**config.mk**
```make
export PLATFORM = sky130hd
export DESIGN_NAME = mem_access_stage_flat
export DESIGN_NICKNAME = d
export VERILOG_FILES = /design/src/rtl/mem_access_stage_if.sv /design/src/rtl/mem_access_stage.sv /design/src/flat_wrapper.sv
export SDC_FILE = /design/constraint.sdc
export NUM_CORES = 1
export LEC_CHECK = 0
export ABC_CLOCK_PERIOD_IN_PS = 4150
export CAP_MARGIN = 20
export CORE_UTILIZATION = 32
export CTS_CLUSTER_DIAMETER = 150
export CTS_CLUSTER_SIZE = 20
export DETAILED_ROUTE_END_ITERATION = 6
export GPL_ROUTABILITY_DRIVEN = 0
export PLACE_DENSITY = 0.73
export RECOVER_POWER = 100
export SYNTH_ARGS = -nofsm -noshare
export SYNTH_HDL_FRONTEND = slang
export SYNTH_SLANG_ARGS = --single-unit
```
**constraint.sdc**
```tcl
create_clock -name clk_i -period 4.15 [get_ports clk_i]
set_input_delay 1.0375 -clock clk_i [delete_from_list [all_inputs] [get_ports clk_i]]
set_output_delay 1.0375 -clock clk_i [all_outputs]
set_load 0.02 [all_outputs]
```
**src/rtl/mem_access_stage_if.sv**
```systemverilog
// Bundles the EX_MEM inputs, the data-memory req/ack port and the MEM_WB outputs of the MEM stage.
interface mem_access_stage_if;
  // EX_MEM side
  logic        MemRead_i;
  logic        MemWrite_i;
  logic        RegWrite_i;
  logic        MemtoReg_i;
  logic [31:0] ALU_result_i;
  logic [31:0] wrData_i;
  logic [4:0]  RDaddr_i;
  // data-memory port
  logic        mem_req_o;
  logic        mem_we_o;
  logic [31:0] mem_addr_o;
  logic [31:0] mem_wdata_o;
  logic        mem_ack_i;
  logic [31:0] mem_rdata_i;
  // MEM_WB side and pipeline control
  logic        RegWrite_o;
  logic        MemtoReg_o;
  logic [31:0] dataMem_data_o;
  logic [31:0] ALU_result_o;
  logic [4:0]  RDaddr_o;
  logic        stall_o;
  logic        err_o;

  // Stage side: consumes EX_MEM and memory responses, drives requests and MEM_WB.
  modport master (
    input  MemRead_i, MemWrite_i, RegWrite_i, MemtoReg_i, ALU_result_i, wrData_i, RDaddr_i,
    input  mem_ack_i, mem_rdata_i,
    output mem_req_o, mem_we_o, mem_addr_o, mem_wdata_o,
    output RegWrite_o, MemtoReg_o, dataMem_data_o, ALU_result_o, RDaddr_o, stall_o, err_o
  );

  // Environment side: pipeline registers and memory model.
  modport slave (
    output MemRead_i, MemWrite_i, RegWrite_i, MemtoReg_i, ALU_result_i, wrData_i, RDaddr_i,
    output mem_ack_i, mem_rdata_i,
    input  mem_req_o, mem_we_o, mem_addr_o, mem_wdata_o,
    input  RegWrite_o, MemtoReg_o, dataMem_data_o, ALU_result_o, RDaddr_o, stall_o, err_o
  );
endinterface

```
**src/rtl/mem_access_stage.sv**
```systemverilog
// MEM-stage data-memory access unit: runs lw/sw over a variable-latency req/ack port,
// stalls the front of the pipe while busy and hands MEM_WB one completed result.
module mem_access_stage #(
  parameter int unsigned TIMEOUT = 255,
  parameter int unsigned CNT_W   = 8
) (
  input logic                  clk_i,
  input logic                  rst_i,
  mem_access_stage_if.master   bus
);

  typedef enum logic [1:0] {IDLE, ACCESS, DONE} state_t;

  state_t             state;
  logic [CNT_W-1:0]   waitCnt;
  logic               latRegWrite;
  logic               latMemtoReg;
  logic [31:0]        latAlu;
  logic [4:0]         latRd;
  logic [31:0]        latData;
  logic               memReq;
  logic               memWe;
  logic [31:0]        memAddr;
  logic [31:0]        memWdata;
  logic               errFlag;

  logic               memOp;
  logic               regWriteOut;
  logic               memtoRegOut;
  logic [31:0]        dataOut;
  logic [31:0]        aluOut;
  logic [4:0]         rdOut;
  logic               stallOut;

  assign memOp = bus.MemRead_i | bus.MemWrite_i;

  // Access sequencer: latches the instruction, drives the memory port and tracks timeout/error.
  always_ff @(posedge clk_i) begin
    if (rst_i) begin
      state       <= IDLE;
      waitCnt     <= '0;
      latRegWrite <= 1'b0;
      latMemtoReg <= 1'b0;
      latAlu      <= '0;
      latRd       <= '0;
      latData     <= '0;
      memReq      <= 1'b0;
      memWe       <= 1'b0;
      memAddr     <= '0;
      memWdata    <= '0;
      errFlag     <= 1'b0;
    end else begin
      case (state)
        IDLE: begin
          if (memOp) begin
            latRegWrite <= bus.RegWrite_i;
            latMemtoReg <= bus.MemtoReg_i;
            latAlu      <= bus.ALU_result_i;
            latRd       <= bus.RDaddr_i;
            latData     <= '0;
            memReq      <= 1'b1;
            memWe       <= bus.MemWrite_i;
            memAddr     <= {bus.ALU_result_i[31:2], 2'b00};
            memWdata    <= bus.wrData_i;
            waitCnt     <= '0;
            // misaligned address is flagged but the word access still goes out
            if (bus.ALU_result_i[1:0] != 2'b00) errFlag <= 1'b1;
            state       <= ACCESS;
          end
        end
        ACCESS: begin
          if (bus.mem_ack_i) begin
            latData <= memWe ? 32'h0 : bus.mem_rdata_i;
            memReq  <= 1'b0;
            state   <= DONE;
          end else if (waitCnt == CNT_W'(TIMEOUT - 1)) begin
            latData <= '0;
            memReq  <= 1'b0;
            errFlag <= 1'b1;
            state   <= DONE;
          end else begin
            waitCnt <= waitCnt + CNT_W'(1);
          end
        end
        // EX_MEM still shows the same instruction here, so never re-trigger from DONE
        DONE:    state <= IDLE;
        default: state <= IDLE;
      endcase
    end
  end

  // MEM_WB view: pass-through when idle, bubble while busy, latched result for one DONE cycle.
  always_comb begin
    regWriteOut = 1'b0;
    memtoRegOut = 1'b0;
    dataOut     = '0;
    aluOut      = '0;
    rdOut       = '0;
    stallOut    = 1'b0;
    case (state)
      IDLE: begin
        if (memOp) begin
          stallOut = 1'b1;
        end else begin
          regWriteOut = bus.RegWrite_i;
          memtoRegOut = bus.MemtoReg_i;
          aluOut      = bus.ALU_result_i;
          rdOut       = bus.RDaddr_i;
        end
      end
      ACCESS: stallOut = 1'b1;
      DONE: begin
        regWriteOut = latRegWrite;
        memtoRegOut = latMemtoReg;
        dataOut     = latData;
        aluOut      = latAlu;
        rdOut       = latRd;
      end
      default: stallOut = 1'b0;
    endcase
  end

  assign bus.mem_req_o      = memReq;
  assign bus.mem_we_o       = memWe;
  assign bus.mem_addr_o     = memAddr;
  assign bus.mem_wdata_o    = memWdata;
  assign bus.err_o          = errFlag;
  assign bus.RegWrite_o     = regWriteOut;
  assign bus.MemtoReg_o     = memtoRegOut;
  assign bus.dataMem_data_o = dataOut;
  assign bus.ALU_result_o   = aluOut;
  assign bus.RDaddr_o       = rdOut;
  assign bus.stall_o        = stallOut;

endmodule
```
**src/flat_wrapper.sv**
```systemverilog
// flat-port wrapper written by rule: the top's interface ports become plain ports
module mem_access_stage_flat 
#(
  parameter int unsigned TIMEOUT = 255,
  parameter int unsigned CNT_W   = 8
)
  (clk_i, rst_i, bus_MemRead_i, bus_MemWrite_i, bus_RegWrite_i, bus_MemtoReg_i, bus_ALU_result_i, bus_wrData_i, bus_RDaddr_i, bus_mem_ack_i, bus_mem_rdata_i, bus_mem_req_o, bus_mem_we_o, bus_mem_addr_o, bus_mem_wdata_o, bus_RegWrite_o, bus_MemtoReg_o, bus_dataMem_data_o, bus_ALU_result_o, bus_RDaddr_o, bus_stall_o, bus_err_o);
  mem_access_stage_if bus_i ();
  input logic clk_i;
  input logic rst_i;
  input wire logic [$bits(bus_i.MemRead_i)-1:0] bus_MemRead_i;
  input wire logic [$bits(bus_i.MemWrite_i)-1:0] bus_MemWrite_i;
  input wire logic [$bits(bus_i.RegWrite_i)-1:0] bus_RegWrite_i;
  input wire logic [$bits(bus_i.MemtoReg_i)-1:0] bus_MemtoReg_i;
  input wire logic [$bits(bus_i.ALU_result_i)-1:0] bus_ALU_result_i;
  input wire logic [$bits(bus_i.wrData_i)-1:0] bus_wrData_i;
  input wire logic [$bits(bus_i.RDaddr_i)-1:0] bus_RDaddr_i;
  input wire logic [$bits(bus_i.mem_ack_i)-1:0] bus_mem_ack_i;
  input wire logic [$bits(bus_i.mem_rdata_i)-1:0] bus_mem_rdata_i;
  output wire logic [$bits(bus_i.mem_req_o)-1:0] bus_mem_req_o;
  output wire logic [$bits(bus_i.mem_we_o)-1:0] bus_mem_we_o;
  output wire logic [$bits(bus_i.mem_addr_o)-1:0] bus_mem_addr_o;
  output wire logic [$bits(bus_i.mem_wdata_o)-1:0] bus_mem_wdata_o;
  output wire logic [$bits(bus_i.RegWrite_o)-1:0] bus_RegWrite_o;
  output wire logic [$bits(bus_i.MemtoReg_o)-1:0] bus_MemtoReg_o;
  output wire logic [$bits(bus_i.dataMem_data_o)-1:0] bus_dataMem_data_o;
  output wire logic [$bits(bus_i.ALU_result_o)-1:0] bus_ALU_result_o;
  output wire logic [$bits(bus_i.RDaddr_o)-1:0] bus_RDaddr_o;
  output wire logic [$bits(bus_i.stall_o)-1:0] bus_stall_o;
  output wire logic [$bits(bus_i.err_o)-1:0] bus_err_o;
  assign bus_i.MemRead_i = bus_MemRead_i;
  assign bus_i.MemWrite_i = bus_MemWrite_i;
  assign bus_i.RegWrite_i = bus_RegWrite_i;
  assign bus_i.MemtoReg_i = bus_MemtoReg_i;
  assign bus_i.ALU_result_i = bus_ALU_result_i;
  assign bus_i.wrData_i = bus_wrData_i;
  assign bus_i.RDaddr_i = bus_RDaddr_i;
  assign bus_i.mem_ack_i = bus_mem_ack_i;
  assign bus_i.mem_rdata_i = bus_mem_rdata_i;
  assign bus_mem_req_o = bus_i.mem_req_o;
  assign bus_mem_we_o = bus_i.mem_we_o;
  assign bus_mem_addr_o = bus_i.mem_addr_o;
  assign bus_mem_wdata_o = bus_i.mem_wdata_o;
  assign bus_RegWrite_o = bus_i.RegWrite_o;
  assign bus_MemtoReg_o = bus_i.MemtoReg_o;
  assign bus_dataMem_data_o = bus_i.dataMem_data_o;
  assign bus_ALU_result_o = bus_i.ALU_result_o;
  assign bus_RDaddr_o = bus_i.RDaddr_o;
  assign bus_stall_o = bus_i.stall_o;
  assign bus_err_o = bus_i.err_o;
  mem_access_stage #(.TIMEOUT(TIMEOUT), .CNT_W(CNT_W)) u_core (.clk_i(clk_i), .rst_i(rst_i), .bus(bus_i));
endmodule
```
==> results by group, run 1 <==
Power and ir drop
  – P_sw: 824 µW
  – Clock power share: 44.9%
  – Power share of the combinational group: 17.1%
  – Reg power frac: 38.0%
  – Peak supply drop: 241 µV
  – PwrDens: 413 nW/µm²
  – Leak: 0.00328 µW
  – Sw Share: 25.5%
  – Internal: 2410 µW

Detailed routing
  – First DRT Iteration DRCs: 268
  – DR WL/cell: 14.9 µm
  – WL final: 14600 µm
  – Final ANT Viol Nets: 0
  – Vias/cell: 4.84
  – Vias: 4725
  – DR DRC count: 0
  – TritonRoute pass-1 iters: 5

Logic synthesis
  – Number of flops mapped to enable cells by yosys: 0
  – Syn_area_per_cell: 8.49 µm²
  – Seq/Total Area, Yosys: 47.3%
  – Mapped cell area: 4910 µm²
  – Syn Inst Count: 579
  – Yosys reg bits: 116
  – Post-synth ARST share: 0%
  – Distinct cells, synth: 36
  – Dominant synthesized flop cell: dfxtp_1
  – Synth warn: 0

Clock network
  – TritonCTS Sinks: 116
  – # hold bufs at CTS: 0
  – Post-CTS sizing: 0
  – Clk root buf: clkbuf_16
  – Clock Tree Buf Depth: 2
  – Clock transition at path regs: 0.05 ns
  – Clk_lat worst skew: 0.40 ns
  – Num CTS Buffers: 17
  – H-Tree Depth: 4
  – Postcts setup bufs: 0
  – TritonCTS clock tree: done

Finish
  – Layout cell share with drive strength beyond 1: 5.18%
  – Layout area overhead: 59.2%
  – Sequential cell area: 2320 µm²
  – # nets final: 888
  – Filler cells: 1357
  – Area of the multi-input gates: 2150 µm²

Floorplanning
  – Die width: 126 µm
  – Initial Utilization: 33.3%
  – Core footprint: 14800 µm²
  – Die Footprint: 15900 µm²
  – Die Ht: 126 µm
  – Io pins: 247
  – Num rows: 44

Worst setup path
  – CP Class: in2out
  – Crit. End Element: output port
  – Required time worst endpoint: 3.11 ns
  – Register-to-register setup slack: 1.27 ns
  – WP data arrival: 2.99 ns
  – CP Launch Type: input pin
  – Peak fanout along the critical path: 39

Timing
  – Min Hold Slack: 0.447 ns
  – Rel. slew slack: -42.2%
  – Final TNS setup: 0 ns
  – Fin. max-slew vios: 86
  – Final worst path period share: 97.2%
  – Setup Skew: 0.00915 ns
  – Fmax: 248 MHz
  – RSZ-0062 raised after global routing: no
  – Fin. Hold Viols: 0
  – Final setup vio count: 0
  – Worst-margin pin slew: 2.13 ns
  – Post-route minimum period: 4.03 ns

GRT
  – Initial antenna violation count: 1
  – Total global routing track utilization: 18.6%
  – First-pass GRT wire length: 23400 µm
  – Vias in the first global route: 4484
  – Remaining global-route overflow: 0
  – Largest net degree at the start of global routing: 48

Flow run
  – Max-cap viol count: 2

Placement
  – Detailed Place HPWL: 10400 µm
  – # port buffers: 244

Outcome
  – Failing checks: max-capacitance violations, max-slew violations
  – Outcome: finished, violations left

Worst hold path
  – Hold Crit Class: reg2reg
-- state kept, by name, indices dropped and copies added, names as in the netlist --
| register | flops |
|---|---|
| u_core.state | 2 |
| u_core.bus.mem_we_o | 1 |
| u_core.waitCnt | 8 |
| u_core.latData | 32 |
| u_core.bus.mem_req_o | 1 |
| u_core.bus.mem_wdata_o | 32 |
| u_core.latMemtoReg | 1 |
| u_core.bus.err_o | 1 |
| u_core.latRd | 5 |
| u_core.latAlu | 32 |
| u_core.latRegWrite | 1 |
-- per-layer routing --
layer,routed length [µm],up-vias,share of wire [%],global-route usage [%]
met2,6940,178,48,30.6
li1,-,2374,-,-
met1,6270,2157,43,22.1
met3,1150,16,7.9,6.88
met4,201,0,1.4,7.23
met5,0,-,0,0
-- placed cells by master (no fill, tap or decap), types with 2 or more instances in the layout --
cell type,instances
a22o_1,71
a31oi_1,6
nand4_1,2
nand3_1,10
clkbuf_1,8
bufinv_16,3
o21ai_0,3
clkbuf_2,2
clkinvlp_4,2
nand2_1,147
and3_1,2
dlygate4sd3_1,121
clkinv_2,5
clkdlybuf4s50_1,122
conb_1,2
buf_4,5
clkbuf_16,17
inv_1,3
or4_1,3
nand2b_1,2
and2_1,31
a21oi_1,78
nor3_1,3
nor2_1,3
o211ai_1,2
clkbuf_8,2
dfxtp_1,116
ha_1,2
-- synth_stat cells, types with 3 or more instances --
library cell,instances,area [µm²]
nand2_1,147,552
or4_1,3,22.5
dfxtp_1,116,2320
nor2_1,3,11.3
inv_1,3,11.3
a22o_1,71,622
nor3_1,3,15.0
a31oi_1,6,37.5
buf_4,32,240
and2_1,32,200
clkbuf_1,28,105
nand3_1,10,50.1
buf_2,16,80.1
a21oi_1,78,390
-- per-stage QoR --
step	cells	area, µm²	setup slack (ns)	power [µW]	utilization, %
after floorplan	580	4920	1.02	1570	-
after global placement	943	7300	0.230	1840	49.5
after detailed placement	943	7300	0.175	1850	49.5
after CTS	975	7900	0.168	3320	53.5
after global routing	976	7830	0.0418	3390	53.0
final	976	7830	0.118	3240	53.0
-- final timing paths --
| path | cells after the start | endpoint | startpoint |
|---|---|---|---|
| max reg2reg | 5 | u_core.bus.err_o | u_core.state[0] |
| max | 5 | bus_RDaddr_o[2] | bus_MemWrite_i |
| min | 2 | u_core.bus.mem_wdata_o[29] | u_core.bus.mem_wdata_o[29] |
| min reg2reg | 2 | u_core.bus.mem_wdata_o[29] | u_core.bus.mem_wdata_o[29] |
-- worst max-delay path, stage by stage --
cell and delay, ns:
clkdlybuf4s50_1 0.44, nor4_2 0.39, buf_12 0.24, a22o_1 0.18, dlygate4sd3_1 0.67
-- power by group through the flow --
stage	logic (µW)	registers [µW]	clock network, µW
after CTS	596	1230	1490
after global placement	589	1250	0
after global routing	602	1240	1550
final	553	1230	1450
after detailed placement	594	1260	0
after floorplan	287	1280	0
-- cells by family after synthesis --
kind of cell / share of synthesized area (%)
simple gates: 19.8
compound gates: 23.3
flops: 47.3
buf+inv: 9.11
fa+ha+maj: 0.509
other cells: 0.0763
-- layout make-up --
cell class                      instances  area share [%]
Sequential cell                       116            29.7
Timing Repair Buffer                  256            32.2
Clock inverter                         10            1.66
Inverter                                3           0.144
Clock buffer                           22            5.93
Antenna cell                            1          0.0320
Tap cell                              184            2.94
Multi-Input combinational cell        384            27.4
Power figures use the tool's default switching activity.
==> run 2, diff against run 1 <==
--- a/config.mk
+++ b/config.mk
@@ -5,7 +5,7 @@
 export SDC_FILE = /design/constraint.sdc
 export NUM_CORES = 1
 export LEC_CHECK = 0
-export ABC_CLOCK_PERIOD_IN_PS = 4150
+export ABC_CLOCK_PERIOD_IN_PS = 5200
 export CAP_MARGIN = 20
 export CORE_UTILIZATION = 32
 export CTS_CLUSTER_DIAMETER = 150
==> constraint.sdc (replaced) <==
create_clock -name clk_i -period 5.2 [get_ports clk_i]
set_input_delay 1.3 -clock clk_i [delete_from_list [all_inputs] [get_ports clk_i]]
set_output_delay 1.3 -clock clk_i [all_outputs]
set_load 0.02 [all_outputs]
==> run 2 against run 1 <==
The run still ends with max-capacitance violations, max-slew violations left. Highest routed layer unchanged. Clock skew shrank 0.0017 ns. Power is 23% lower. Critical path depth is the same. Clock-buffer cell count down 3. Clock power fell by 26%. Largest cell class unchanged. Worst setup slack better by 0.34 ns. Die area stayed put. Sequential power down 20%.
==> results by group, run 2 (synthesis results as in run 1) <==
Outcome
  – Outcome: finished, violations left
  – Failing checks: max-capacitance violations, max-slew violations

Clock network
  – Num CTS Buffers: 17 (unchanged)
  – # hold bufs at CTS: 0 (unchanged)
  – Clk root buf: clkbuf_16
  – TritonCTS Sinks: 116 (unchanged)
  – Clock transition at path regs: 0.05 ns (about the same)
  – H-Tree Depth: 4 (unchanged)
  – Clk_lat worst skew: 0.41 ns (about the same)
  – TritonCTS clock tree: done
  – Clock Tree Buf Depth: 2 (unchanged)
  – Postcts setup bufs: 0 (unchanged)
  – Post-CTS sizing: 0 (unchanged)

Worst setup path
  – Crit path top cell by count: dlygate4sd3_1
  – Worst Path Buf+Inv: 3 (unchanged)
  – CP startpoint: bus_MemRead_i
  – CP Launch Type: input pin
  – FF-to-FF Start: u_core.state[0]
  – FF-to-FF path depth: 4 (-1)
  – Crit. End Element: output port
  – Critical-path top delay cell: dlygate4sd3_1
  – Delay-heaviest family, CP: buffers and inverters
  – Required time worst endpoint: 3.90 ns (+0.79 ns)
  – Peak fanout along the critical path: 39 (unchanged)
  – Worst path depth: 5 (unchanged)
  – WP data arrival: 3.44 ns (+0.45 ns)
  – CP Class: in2out
  – Register-to-register setup slack: 2.15 ns (+0.88 ns)
  – Worst R2R End: u_core.latData[30]
  – Crit path cell chain: dlygate4sd3_1, nor4_1, buf_12, a22o_1, dlygate4sd3_1
  – Setup crit end: bus_ALU_result_o[14]
  – CP peak stage delay: 0.68 ns (about the same)

Timing
  – Final TNS setup: 0 ns (unchanged)
  – Final worst path period share: 91.2%
  – Post-route minimum period: 4.74 ns
  – Fin. Hold Viols: 0 (unchanged)
  – Worst-margin pin slew: 2.57 ns (+0.433 ns)
  – RSZ-0062 raised after global routing: no
  – Rel. slew slack: -71.0% (-29 points)
  – Setup Skew: 0.00745 ns (-0.00169 ns)
  – Min Hold Slack: 0.446 ns (-0.000635 ns)
  – Fmax: 211 MHz
  – Setup ws final: 0.457 ns (+0.338 ns)
  – Fin. max-slew vios: 161 (+87%)
  – Final setup vio count: 0 (unchanged)

Detailed routing
  – TritonRoute pass-1 iters: 5 (unchanged)
  – DR DRC count: 0 (unchanged)
  – Vias/cell: 4.90 (+1.1%)
  – WL final: 14400 µm (-0.93%)
  – Vias: 4758 (+0.70%)
  – Final ANT Viol Nets: 0 (unchanged)
  – DR WL/cell: 14.8 µm (-0.52%)
  – First DRT Iteration DRCs: 222 (-17%)

GRT
  – First-pass GRT wire length: 23200 µm (-0.74%)
  – Remaining global-route overflow: 0 (unchanged)
  – Vias in the first global route: 4453 (-0.69%)
  – Total global routing track utilization: 18.6% (-0.046 points)
  – Initial antenna violation count: 1 (unchanged)
  – Largest net degree at the start of global routing: 46 (-4.2%)

Floorplanning
  – Die Ht: 126 µm (unchanged)
  – Initial Utilization: 33.3% (unchanged)
  – Num rows: 44 (unchanged)
  – Die Footprint: 15900 µm² (unchanged)
  – Die width: 126 µm (unchanged)
  – Core footprint: 14800 µm² (unchanged)
  – Io pins: 247 (unchanged)

Finish
  – Most common cell after layout, fill and taps aside: nand2_1
  – # nets final: 884 (-0.45%)
  – Layout cell share with drive strength beyond 1: 5.34% (+0.15 points)
  – Most frequent cells in the layout: nand2_1, dlygate4sd3_1, dfxtp_1
  – Final Non-Filler Cells: 972 (-0.41%)
  – Filler cells: 1414 (+4.2%)
  – Layout area overhead: 58.1%

Power and ir drop
  – PwrDens: 320 nW/µm² (-23%)
  – Tot Pwr: 2490 µW (-23%)
  – Peak supply drop: 159 µV (-34%)
  – Leak: 0.00329 µW (+0.24%)

Placement
  – Placement Setup Slack: 0.580 ns (+0.405 ns)
  – Detailed Place HPWL: 10200 µm (-1.4%)
  – # port buffers: 244 (unchanged)
  – Inst Count DP: 939 (-0.42%)

Flow run
  – Max-cap viol count: 5 (+3)

Worst hold path
  – Hold Crit Class: reg2reg
run 2: how the worst min path moves through the flow:
stage          cells after the start  slack [ns]                         end                  startpoint
2_1_floorplan                      2        0.44            u_core.latAlu[0]            u_core.latAlu[0]
3_3_place_gp                       2        0.44  u_core.bus.mem_wdata_o[23]  u_core.bus.mem_wdata_o[23]
3_5_place_dp                       2        0.45  u_core.bus.mem_wdata_o[15]  u_core.bus.mem_wdata_o[15]
4_1_cts                            2        0.45  u_core.bus.mem_wdata_o[15]  u_core.bus.mem_wdata_o[15]
5_1_grt                            2        0.47  u_core.bus.mem_wdata_o[15]  u_core.bus.mem_wdata_o[15]
6_report                           2        0.45  u_core.bus.mem_wdata_o[14]  u_core.bus.mem_wdata_o[14]
run 2: metal layers:
layer | vias up | global-route usage (%) | routed length, µm
met2 | 198 | 29.9 | 6660
met1 | 2157 | 21.3 | 5940
met5 | - | 0 | 0
met4 | 0 | 9.43 | 444
met3 | 30 | 7.48 | 1390
li1 | 2373 | - | -
run 2: power by group:
part	leakage, µW	internal, µW	total [µW]	switching, µW
Sequential	0.000951	946	980	33.4
Clock	0.000259	653	1070	412
Combinational	0.00208	203	441	238
run 2: cell type report:
type                    count  area [µm²]  area share (%)
clock buffers              19         433            5.57
repair buffers            252        2500            32.2
multi-input cells         384        2160            27.8
diodes                      1        2.50          0.0322
flip-flops and latches    116        2320            29.9
clock inverters            13         111            1.43
inverters                   3        11.3           0.145
well taps                 184         230            2.96
run 2: worst register-to-register path, stage by stage, from the launching register on:
cell       delay [ns]
dfxtp_1          0.40
nor3_1           0.22
nor2_1           0.08
o2bb2ai_1        1.91
a22o_1           0.38
run 2: through the flow:
step,utilization (%),cell area [µm²]
6_report,52.7,7770
5_1_grt,52.7,7770
4_1_cts,53.0,7820
3_5_place_dp,49.3,7270
3_3_place_gp,49.3,7270
2_1_floorplan,-,4920
